--- src/rtl/alu_pipe.sv ---
// Registered WIDTH-bit ALU with valid/ready handshake, flags and an internal accumulator.
// Define ALU_SAT_EN to make ADD/SUB/ACC saturate to the signed limits on overflow.
module alu_pipe #(
  parameter int WIDTH = 8
) (
  input  logic             clk,
  input  logic             rst_n,
  input  logic             in_valid,
  output logic             in_ready,
  input  logic [2:0]       op,
  input  logic [WIDTH-1:0] a,
  input  logic [WIDTH-1:0] b,
  output logic             out_valid,
  input  logic             out_ready,
  output logic [WIDTH-1:0] result,
  output logic             carry,
  output logic             overflow,
  output logic             zero,
  output logic             negative
);

  typedef enum logic [2:0] {
    OP_ADD = 3'b000,
    OP_SUB = 3'b001,
    OP_AND = 3'b010,
    OP_OR  = 3'b011,
    OP_XOR = 3'b100,
    OP_SLT = 3'b101,
    OP_ACC = 3'b110,
    OP_CLR = 3'b111
  } op_e;

  localparam int MSB = WIDTH - 1;

  op_e              op_dec;
  logic             accept;
  logic [WIDTH-1:0] acc;

  logic [WIDTH-1:0] add_x;
  logic [WIDTH-1:0] add_y;
  logic             add_cin;
  logic [WIDTH:0]   sum_full;
  logic [WIDTH-1:0] sum;
  logic             sum_ovf;
  logic [WIDTH-1:0] arith_res;

  logic [WIDTH-1:0] nxt_result;
  logic             nxt_carry;
  logic             nxt_ovf;

  assign op_dec   = op_e'(op);
  assign in_ready = !out_valid || out_ready;
  assign accept   = in_valid && in_ready;

  // One shared adder: SUB and SLT use a + ~b + 1, ACC uses acc + a.
  // NOTE: every signal written in always_comb gets a default first, so no path leaves it unassigned and no latch is inferred.
  always_comb begin
    add_x   = a;
    add_y   = b;
    add_cin = 1'b0;
    case (op_dec)
      OP_SUB, OP_SLT: begin
        add_y   = ~b;
        add_cin = 1'b1;
      end
      OP_ACC: begin
        add_x = acc;
        add_y = a;
      end
      default: ;
    endcase
  end

  assign sum_full = {1'b0, add_x} + {1'b0, add_y} + {{WIDTH{1'b0}}, add_cin};
  assign sum      = sum_full[MSB:0];
  assign sum_ovf  = (add_x[MSB] == add_y[MSB]) && (sum[MSB] != add_x[MSB]);

`ifdef ALU_SAT_EN
  // On overflow both addends share a sign, which is the sign of the true result.
  localparam logic [WIDTH-1:0] SAT_MAX = {1'b0, {(WIDTH-1){1'b1}}};
  localparam logic [WIDTH-1:0] SAT_MIN = {1'b1, {(WIDTH-1){1'b0}}};
  assign arith_res = sum_ovf ? (add_x[MSB] ? SAT_MIN : SAT_MAX) : sum;
`else
  assign arith_res = sum;
`endif

  always_comb begin
    nxt_result = '0;
    nxt_carry  = 1'b0;
    nxt_ovf    = 1'b0;
    case (op_dec)
      OP_ADD, OP_SUB, OP_ACC: begin
        nxt_result = arith_res;
        nxt_carry  = sum_full[WIDTH];
        nxt_ovf    = sum_ovf;
      end
      OP_AND: nxt_result = a & b;
      OP_OR:  nxt_result = a | b;
      OP_XOR: nxt_result = a ^ b;
      OP_SLT: nxt_result = {{(WIDTH-1){1'b0}}, sum[MSB] ^ sum_ovf};
      OP_CLR: nxt_result = '0;
    endcase
  end

  // NOTE: sequential state uses non-blocking assignments so every register samples pre-edge values.
  always_ff @(posedge clk or negedge rst_n) begin
    if (!rst_n) begin
      out_valid <= 1'b0;
      result    <= '0;
      carry     <= 1'b0;
      overflow  <= 1'b0;
      zero      <= 1'b0;
      negative  <= 1'b0;
    end else if (accept) begin
      out_valid <= 1'b1;
      result    <= nxt_result;
      carry     <= nxt_carry;
      overflow  <= nxt_ovf;
      zero      <= (nxt_result == '0);
      negative  <= nxt_result[MSB];
    end else if (out_ready) begin
      out_valid <= 1'b0;
    end
  end

  // CLR's next result is zero and ACC's is the new sum, so both load nxt_result.
  always_ff @(posedge clk or negedge rst_n) begin
    if (!rst_n) begin
      acc <= '0;
    end else if (accept && (op_dec == OP_ACC || op_dec == OP_CLR)) begin
      acc <= nxt_result;
    end
  end

endmodule
--- config.mk ---
export PLATFORM = sky130hd
export DESIGN_NAME = alu_pipe
export DESIGN_NICKNAME = d
export VERILOG_FILES = /design/src/rtl/alu_pipe.sv
export SDC_FILE = /design/constraint.sdc
export NUM_CORES = 1
export LEC_CHECK = 0
export ABC_AREA = 1
export CORE_MARGIN = 2
export CORE_UTILIZATION = 25
export CTS_BUF_LIST = sky130_fd_sc_hd__clkbuf_16
export DETAILED_ROUTE_END_ITERATION = 8
export PLACE_DENSITY = 0.49
export SETUP_SLACK_MARGIN = 0.5
export SYNTH_ARGS = -nofsm -noshare
export SYNTH_HDL_FRONTEND = slang
export SYNTH_SLANG_ARGS = --single-unit
export TNS_END_PERCENT = 30
--- constraint.sdc ---
create_clock -name clk -period 2.2 [get_ports clk]
set_clock_uncertainty 0.1 [all_clocks]
set_input_delay 0.44 -clock clk [delete_from_list [all_inputs] [get_ports clk]]
set_output_delay 0.44 -clock clk [all_outputs]
set_load 0.02 [all_outputs]
Yosys cells after proc, flatten, opt, wreduce, memory -nomap -nowiden

Cells that the tools add are included.
Widths: inputs -> output; s select.

Flip-flop bits (word level): 21
Output and inout port bits: 14
Word-level logic and storage cells: 42

Add/sub/neg operators: 2
Equality and inequality tests: 9
Muxes and demuxes: 8
Bitwise gates (word level): 5
Reduce and logical (&&, ||, !) cells: 11

Operators with widths:

| kind               | count |
|---|---|
| $pmux 8 s6         | 1 |
| $pmux 8 s2         | 1 |
| $eq 3x3->1 const B | 4 |
| $add 8x8->9        | 1 |
| $add 9x1->9        | 1 |
| $and 8x8->8        | 1 |
| $logic_not 8->1    | 1 |
| $mux 8             | 1 |
| $not 8->8          | 1 |
| $or 8x8->8         | 1 |
| $xor 8x8->8        | 1 |
| $eq 3x2->1 const B | 2 |
| $mux 1             | 5 |
| $eq 3x1->1 const B | 1 |
| $logic_and 1x1->1  | 3 |
| $logic_not 3->1    | 1 |
| $reduce_or 3->1    | 1 |
| $logic_or 1x1->1   | 2 |
| $reduce_bool 2->1  | 1 |
| $reduce_or 2->1    | 1 |
| $eq 1x1->1         | 1 |
| $logic_not 1->1    | 1 |
| $ne 1x1->1         | 1 |
| $xor 1x1->1        | 1 |

Logic depth before layout (Yosys ltp)

Gate-level depths: netlist of the first run.

Depth in word-level cells: 10
Gate-level depth with buffers: 19
Mapped depth without buffers: 18

Worst setup path before layout of the first run

No wires, ideal clock.

Path kind: input-to-reg
Start: input port op[1]
End: register zero
Setup time: 0.074 ns
Arrival: 2.892 ns
Path slack: -0.866 ns
Stages on the path: 19
Cells stage by stage: buf_4 nor2_1 inv_2 clkbuf_1 o22ai_1 a31o_2 ha_1 nand3_2 nand2_2 fa_1 inv_1 nand2_1 nand2_1 a21oi_1 nor3_2 nand3_1 nor2_1 nand3_1 o21ai_2

Cells in the longest elaborated chain, start to end: 10

RTL lines:

| item                                     | line   | source |
|---|---|---|
| start, declared                          | 10     | `input logic [2:0] op,` |
| $eq 3x3->1 or $eq 3x1->1 (tied branches) | 61, 91 |  |
| $reduce_or 2->1                          | 61     | `case (op_dec)` |
| $pmux 8 s2                               | 61     |  |
| $add 8x8->9                              | 74     | `assign sum_full = {1'b0, add_x} + {1'b0, add_y} + {{WIDTH{1'b0}}, add_cin};` |
| $add 9x1->9                              | 74     |  |
| $ne 1x1->1                               | 76     | `assign sum_ovf = (add_x[MSB] == add_y[MSB]) && (sum[MSB] != add_x[MSB]);` |
| $logic_and 1x1->1                        | 76     |  |
| $xor 1x1->1                              | 100    | `OP_SLT: nxt_result = {{(WIDTH-1){1'b0}}, sum[MSB] ^ sum_ovf};` |
| $pmux 8 s6 *                             | 91     | `case (op_dec)` |
| $logic_not 8->1 *                        | 119    | `zero <= (nxt_result == '0);` |
| end signal, assigned                     | 119    |  |
| end, declared                            | 18     | `output logic zero,` |

Mark *: on every way between the ends. The rest lies on a longest branch, timed or not.
A chain may end at the register's enable or synchronous reset.

Worst setup path after layout of the first run

Start: input port op[0]
End: register acc[0]

Cells in the longest elaborated chain, start to end: 9

RTL lines:

| item                                     | line   | source |
|---|---|---|
| $eq 3x3->1 or $eq 3x1->1 (tied branches) | 61, 91 |  |
| $reduce_or 2->1                          | 61     |  |
| $pmux 8 s2                               | 61     |  |
| $add 8x8->9                              | 74     |  |
| $add 9x1->9                              | 74     |  |
| $ne 1x1->1                               | 76     |  |
| $logic_and 1x1->1                        | 76     |  |
| $xor 1x1->1                              | 100    |  |
| $pmux 8 s6                               | 91     |  |
| end signal, assigned                     | 131    | `acc <= nxt_result;` |
| end, declared                            | 37     | `logic [WIDTH-1:0] acc;` |

Parallel ways exist; a longest one is shown, timed or not.

==> flow_summary.json, run 1 <==
{
  "clockPowerShare": 0.259,
  "synth_fp_nets": 337,
  "rows": 32,
  "setup-violations-final": 13,
  "rsz0062_at_grt": "yes",
  "io_pins": 37,
  "worstHoldPathType": "flip-flop to flip-flop",
  "power.switching_uw": 661.1,
  "clockRootBuffer": "clkbuf_16",
  "yosysUniqueCellTypes": 30,
  "start_util": 0.2576,
  "use_met3": 0.01128,
  "yosysSeqAreaShare": 0.2527,
  "drt_pass1_iterations": 4,
  "syn_inst": 289,
  "irDropWorstVdd_mv": 0.2622,
  "cp.arrival_ns": 2.56,
  "finalPower_mw": 1.919,
  "leakagePower_nw": 1.768,
  "hold_viol": 0,
  "cp.required_ns": 2.24,
  "antenna_found_initial": 0,
  "status": "finished with violations",
  "fin_ws_ns": -0.3225,
  "wl_mm": 5.944,
  "cp-end-kind": "flip-flop",
  "routed_via_density": 4.499,
  "path_cells": "buf_8 > inv_8 > nor2_4 > inv_2 > o22ai_2 > a31o_4 > ha_4 > nand3_4 > buf_6 > buf_6 > buf_6 > buf_6 > buf_6 > buf_6 > buf_6 > buf_6 > buf_6 > nand2_4 > nand3_4 > nand2_2 > o21ai_1",
  "fmax_ghz": 0.3964,
  "placed_cell_area_sq_um": 2972,
  "track_usage": 0.1411,
  "finalCriticalPeriod_ns": 2.522,
  "critical_path_class": "input port to flip-flop",
  "die_h_um": 93.01,
  "synthesis.yosys.warnings": 0,
  "synth_top_flop_cell": "dfrtp_1",
  "intPower_mw": 1.258,
  "use_met2": 0.2349,
  "die_w_um": 93.01,
  "clk_pin_slew_worst_paths_ns": 0.06,
  "cts_tree": "done",
  "crit_top_cell": "buf_6",
  "crit_fanout": 3,
  "p_seq_frac": 0.255,
  "diodes": 0,
  "fin_area_sq_um": 3513,
  "synth_top_area_frac": 0.2527,
  "grt-busiest-layer": "met2",
  "async_flop_share": 1.000,
  "violations": "negative setup slack",
  "synth-edff-count": 0,
  "dpl.hpwl_mm": 4.691,
  "ys_ff_latch": 20,
  "met1_usage": 0.2019,
  "cts_max_level": 1,
  "power_frac_comb": 0.485,
  "ys_top_cells_by_area": "dfrtp_1, nand2_1, ha_1, inv_1, nand3_1",
  "insertion_delay_ns": 0.25,
  "syn-cell-area_sq_um": 1981,
  "grt_pass1_wl_mm": 9.894,
  "drv_cap": 0,
  "cp_slowest_cell": "ha_4",
  "p_sw_frac": 0.3445,
  "drv_slew": 0,
  "avgSynthCellArea_sq_um": 6.853,
  "numCtsBuffers": 3,
  "wl_per_cell_um": 11.82,
  "max-slew-margin-rel": 0.7805,
  "cts.sinks": 20,
  "dieArea_sq_um": 8651,
  "layout-drive-gt1-share": 0.4364,
  "syn2layout_area_growth_pct": 77.38,
  "min_period_over_period": 1.147,
  "max_stage_delay_ns": 0.27,
  "worst_pin_slew_ns": 0.3258,
  "holdBufCountCts": 0,
  "clock_path_buffers": 2,
  "globalplace.congestion": 0.8396,
  "fp.coreArea_sq_um": 7687,
  "num-nets-final": 450,
  "powerDensity_nw_per_um2": 546.3,
  "grt_overflow": 0,
  "vias": 2263,
  "hold_slack_ns": 0.3825,
  "first_iter_violations": 57,
  "ant_nets": 0,
  "synth_commonest_cells": "nand2_1, inv_1, ha_1",
  "yosysMostFrequentCell": "nand2_1",
  "drc": 0,
  "port_buffers": 36,
  "post-place-ws_ns": -1.063,
  "grt_max_degree": 21,
  "grt_pass1_vias": 2132,
  "startpoint_type": "input port",
  "synth_top_area_cell": "dfrtp_1"
}
[what timing repair did]
item	4_1_cts	5_1_grt
pin swaps	24	10
gates resized for setup	94	37
endpoints found under the setup margin	33	20
endpoints found under the hold margin	0	0
setup buffers	15	2
[logic make-up (layout without fill, tap and decap cells)]
logic type / Yosys count / in the layout / synth area share
adder cells (fa/ha/maj): 25 / 25 / 0.1617
AO/OA/AOI/OAI: 54 / 54 / 0.1712
AND/OR/NAND/NOR: 134 / 134 / 0.2994
buffers and inverters: 55 / 167 / 0.1105
XOR/XNOR: 1 / 1 / 0.004423
flip-flops: 20 / 20 / 0.2527
[registers in the layout, summed over array words and instances, names as in the netlist]
signal     count
carry          1
overflow       1
result         8
zero           1
out_valid      1
acc            8
[cells in the final DEF, fill, tap and decap left out, types with 4 or more instances in the layout]
cell	instances
dfrtp_1	20
nand2_2	16
clkdlybuf4s50_1	13
nand2_4	4
ha_1	18
buf_4	68
o21ai_0	4
inv_1	30
a31o_2	5
o21ai_1	12
nand3_2	6
nand3_1	12
nand4_1	7
inv_2	13
ha_4	6
o22ai_1	5
nand2_1	68
dlygate4sd2_1	18
nor2_1	10
buf_6	15
o21ai_2	10
[path summary, 6_finish.rpt]
path	slack (ns)	cells past startpoint	endpoint	from
max	-0.32	21	acc[0]$_DFFE_PN0P_	op[0]
min in group asynchronous	0.43	2	result[1]$_DFFE_PN0P_	rst_n
max in group asynchronous	1.37	2	acc[7]$_DFFE_PN0P_	rst_n
min reg2reg	0.38	2	result[0]$_DFFE_PN0P_	result[0]$_DFFE_PN0P_
min	0.38	2	result[0]$_DFFE_PN0P_	result[0]$_DFFE_PN0P_
max reg2reg	-0.13	17	acc[0]$_DFFE_PN0P_	acc[0]$_DFFE_PN0P_
[area by class of cell]
class | count | area, sq um
Clock buffer | 3 | 75.07
Tap cell | 102 | 127.6
Sequential cell | 20 | 500.5
Fill cell | 788 | 4174
Timing Repair Buffer | 118 | 1028
Multi-Input combinational cell | 214 | 1573
Inverter | 45 | 178.9
Clock inverter | 1 | 30.03
[metrics by stage]
step                setup TNS, ns  utilization  instances
detailed placement         -16.32       0.3866        482
finish                     -1.820       0.4570        503
floorplan                  -4.115            -        289
CTS                        -1.969       0.4399        501
global placement           -15.46       0.3866        482
global route               -3.661       0.4570        503
[worst max-delay path, delay by kind of cell]
kind / cells / cell delay [ns]
compound gates: 3 / 0.34
fa+ha+maj: 1 / 0.27
buf+inv: 12 / 1.14
simple gates: 5 / 0.34
[power groups by stage]
| stage | registers (mW) | logic, mW | clock network (mW) |
|---|---|---|---|
| after global placement | 0.498 | 0.772 | 0 |
| final | 0.490 | 0.931 | 0.498 |
| after floorplan | 0.530 | 0.378 | 0 |
| after detailed placement | 0.496 | 0.776 | 0 |
| after CTS | 0.491 | 0.864 | 0.500 |
| after global routing | 0.499 | 1.03 | 0.518 |
[per-layer routing]
metal  routed length [um]  part of all wire
met1                 2829              0.48
met2                 2779              0.47
met3                  291             0.049
met4                   43            0.0072
met5                    0                 0
No activity file was read; power rests on OpenSTA's default activity.
==> run 2, diff against run 1 <==
Settings changed: ABC_CLOCK_PERIOD_IN_PS from default to 2200, CORE_UTILIZATION 25 to 48, CTS_CLUSTER_SIZE from default to 16, PLACE_DENSITY 0.49 to 0.8.
==> run 2 against run 1 <==
Register-to-register slack worse by 0.25 ns; critical path depth decreased by 4; fmax shrank 8.3%; first-iteration DRC count rose to 6.6 times the previous value; critical path type unchanged; clock power is 24% lower; design area grew 3.7%; cell count shrank 8.9%; setup slack got worse by 0.23 ns; combinational power rose by 26%; sequential power rose by 2%; die area is 46% lower; critical endpoint is now zero$_DFFE_PN0P_; hold slack got worse by 0.0018 ns; the run still ends with negative setup slack left.
==> flow_summary.json, run 2 (synthesis gave the netlist of run 1 again) <==
{
  "fin_ws_ns": -0.5511,
  "cp_slowest_cell": "fa_2",
  "power.switching_uw": 852.3,
  "rr_worst_depth": 15,
  "wl_mm": 10.35,
  "violations": "negative setup slack",
  "r2r-end": "zero$_DFFE_PN0P_",
  "grt_pass1_vias": 2609,
  "cts.sinks": 20,
  "fp.coreArea_sq_um": 3971,
  "drc": 0,
  "clock_path_buffers": 2,
  "numCtsBuffers": 3,
  "dieArea_sq_um": 4656,
  "finalPower_mw": 2.046,
  "power_frac_comb": 0.572,
  "grt_overflow": 0,
  "utilization": 0.9178,
  "startpoint_type": "input port",
  "dpl.hpwl_mm": 4.537,
  "cp.arrival_ns": 2.84,
  "clk_pin_slew_worst_paths_ns": 0.06,
  "drv_cap": 0,
  "cp.required_ns": 2.28,
  "hold_slack_ns": 0.3808,
  "grt_pass1_wl_mm": 12.72,
  "drv_slew": 0,
  "clockPowerShare": 0.185,
  "min_period_over_period": 1.250,
  "final_common_cell": "buf_4",
  "globalplace.congestion": 0.8665,
  "final_cell_mix": "buf_4, nand2_1, inv_1, nand2_2, dfrtp_1",
  "placed_cells": 426,
  "status": "finished with violations",
  "syn2layout_area_growth_pct": 84.02,
  "die_w_um": 68.24,
  "drt_pass1_iterations": 7,
  "worst_pin_slew_ns": 0.3907,
  "cts_tree": "done",
  "powerDensity_nw_per_um2": 561.4,
  "start_util": 0.4987,
  "path_cells": "buf_8 > inv_8 > nand3_4 > buf_6 > buf_6 > buf_8 > a31o_4 > fa_2 > nand3_2 > nand2_1 > nand2_1 > nand3_2 > nand2_2 > nand3_1 > nor2_1 > nand3_1 > o21ai_2",
  "die_h_um": 68.24,
  "cts_max_level": 1,
  "port_buffers": 36,
  "track_usage": 0.3741,
  "grt_max_degree": 21,
  "critical_path_class": "input port to flip-flop",
  "rows": 23,
  "routed_via_density": 6.474,
  "nFillCells": 147,
  "diodes": 0,
  "fin_area_sq_um": 3645,
  "max-slew-margin-rel": 0.7388,
  "io_pins": 37,
  "post-place-ws_ns": -1.046,
  "setup-violations-final": 19,
  "p_seq_frac": 0.243,
  "leakagePower_nw": 1.840,
  "hold_viol": 0,
  "setup.worst_path.start": "op[0]",
  "max_stage_delay_ns": 0.42,
  "fin_setup_tns_ns": -6.586,
  "cp-end-kind": "flip-flop",
  "r2r_slack_ns": -0.38,
  "fmax_ghz": 0.3635,
  "wl_per_cell_um": 22.61,
  "placed_cell_area_sq_um": 2877,
  "finalCriticalPeriod_ns": 2.751,
  "antenna_found_initial": 0,
  "vias": 2965,
  "irDropWorstVdd_mv": 0.2866,
  "clockRootBuffer": "clkbuf_16",
  "num-nets-final": 457,
  "insertion_delay_ns": 0.25,
  "layout-drive-gt1-share": 0.4975,
  "instances_no_fill": 458,
  "rsz0062_at_grt": "yes",
  "p_sw_frac": 0.4165,
  "rr_startpoint": "acc[0]$_DFFE_PN0P_",
  "crit_path_end": "zero$_DFFE_PN0P_",
  "holdBufCountCts": 0,
  "intPower_mw": 1.194,
  "worstHoldPathType": "flip-flop to flip-flop",
  "crit_fanout": 5,
  "top_regs": "acc: 8 flops, result: 8 flops",
  "ant_nets": 0,
  "first_iter_violations": 378
}
==> run 2: area by class of cell <==
| cell class | count | area, sq um | area share |
|---|---|---|---|
| Multi-Input combinational cell | 214 | 1729 | 0.4744 |
| Timing Repair Buffer | 125 | 1090 | 0.2990 |
| Sequential cell | 20 | 500.5 | 0.1373 |
| Inverter | 45 | 183.9 | 0.05046 |
| Clock buffer | 3 | 75.07 | 0.02060 |
| Tap cell | 50 | 62.56 | 0.01716 |
| Clock inverter | 1 | 3.754 | 0.001030 |
==> run 2: power by group through the flow <==
stage	Clock (mW)	Combinational, mW	Sequential [mW]
2_1_floorplan	0	0.378	0.530
3_3_place_gp	0	0.738	0.488
3_5_place_dp	0	0.768	0.490
4_1_cts	0.371	0.884	0.487
5_1_grt	0.388	1.22	0.505
6_report	0.378	1.17	0.498
==> run 2: how the worst min path moves through the flow <==
| stage | slack (ns) | endpoint | cells after the start | startpoint |
|---|---|---|---|---|
| 5_1_grt | 0.41 | result[5]$_DFFE_PN0P_ | 2 | result[5]$_DFFE_PN0P_ |
| 3_3_place_gp | 0.36 | result[0]$_DFFE_PN0P_ | 2 | result[0]$_DFFE_PN0P_ |
| 3_5_place_dp | 0.38 | result[5]$_DFFE_PN0P_ | 2 | result[5]$_DFFE_PN0P_ |
| 6_report | 0.38 | result[5]$_DFFE_PN0P_ | 2 | result[5]$_DFFE_PN0P_ |
| 2_1_floorplan | 0.04 | acc[0]$_DFFE_PN0P_ | 0 | rst_n |
| 4_1_cts | 0.38 | result[5]$_DFFE_PN0P_ | 2 | result[5]$_DFFE_PN0P_ |
==> run 2: repair_timing <==
item	4_1_cts	5_1_grt
endpoints found under the setup margin	33	20
cloned	1	1
pin swaps	25	24
resized for setup	106	61
buffers inserted	20	6
==> run 2: per-layer routing <==
| metal | track usage | part of all wire | wire length (um) |
|---|---|---|---|
| met4 | 0.2075 | 0.098 | 1015 |
| met2 | 0.6371 | 0.44 | 4541 |
| met3 | 0.07237 | 0.13 | 1305 |
| met1 | 0.4379 | 0.34 | 3492 |
| met5 | 0 | 0 | 0 |
==> run 2: worst max-delay path, delay by kind of cell <==
family / cells / cell delay [ns]
buffers and inverters: 5 / 0.58
AND/OR/NAND/NOR: 9 / 1.00
AO/OA/AOI/OAI: 2 / 0.37
adder cells (fa/ha/maj): 1 / 0.42
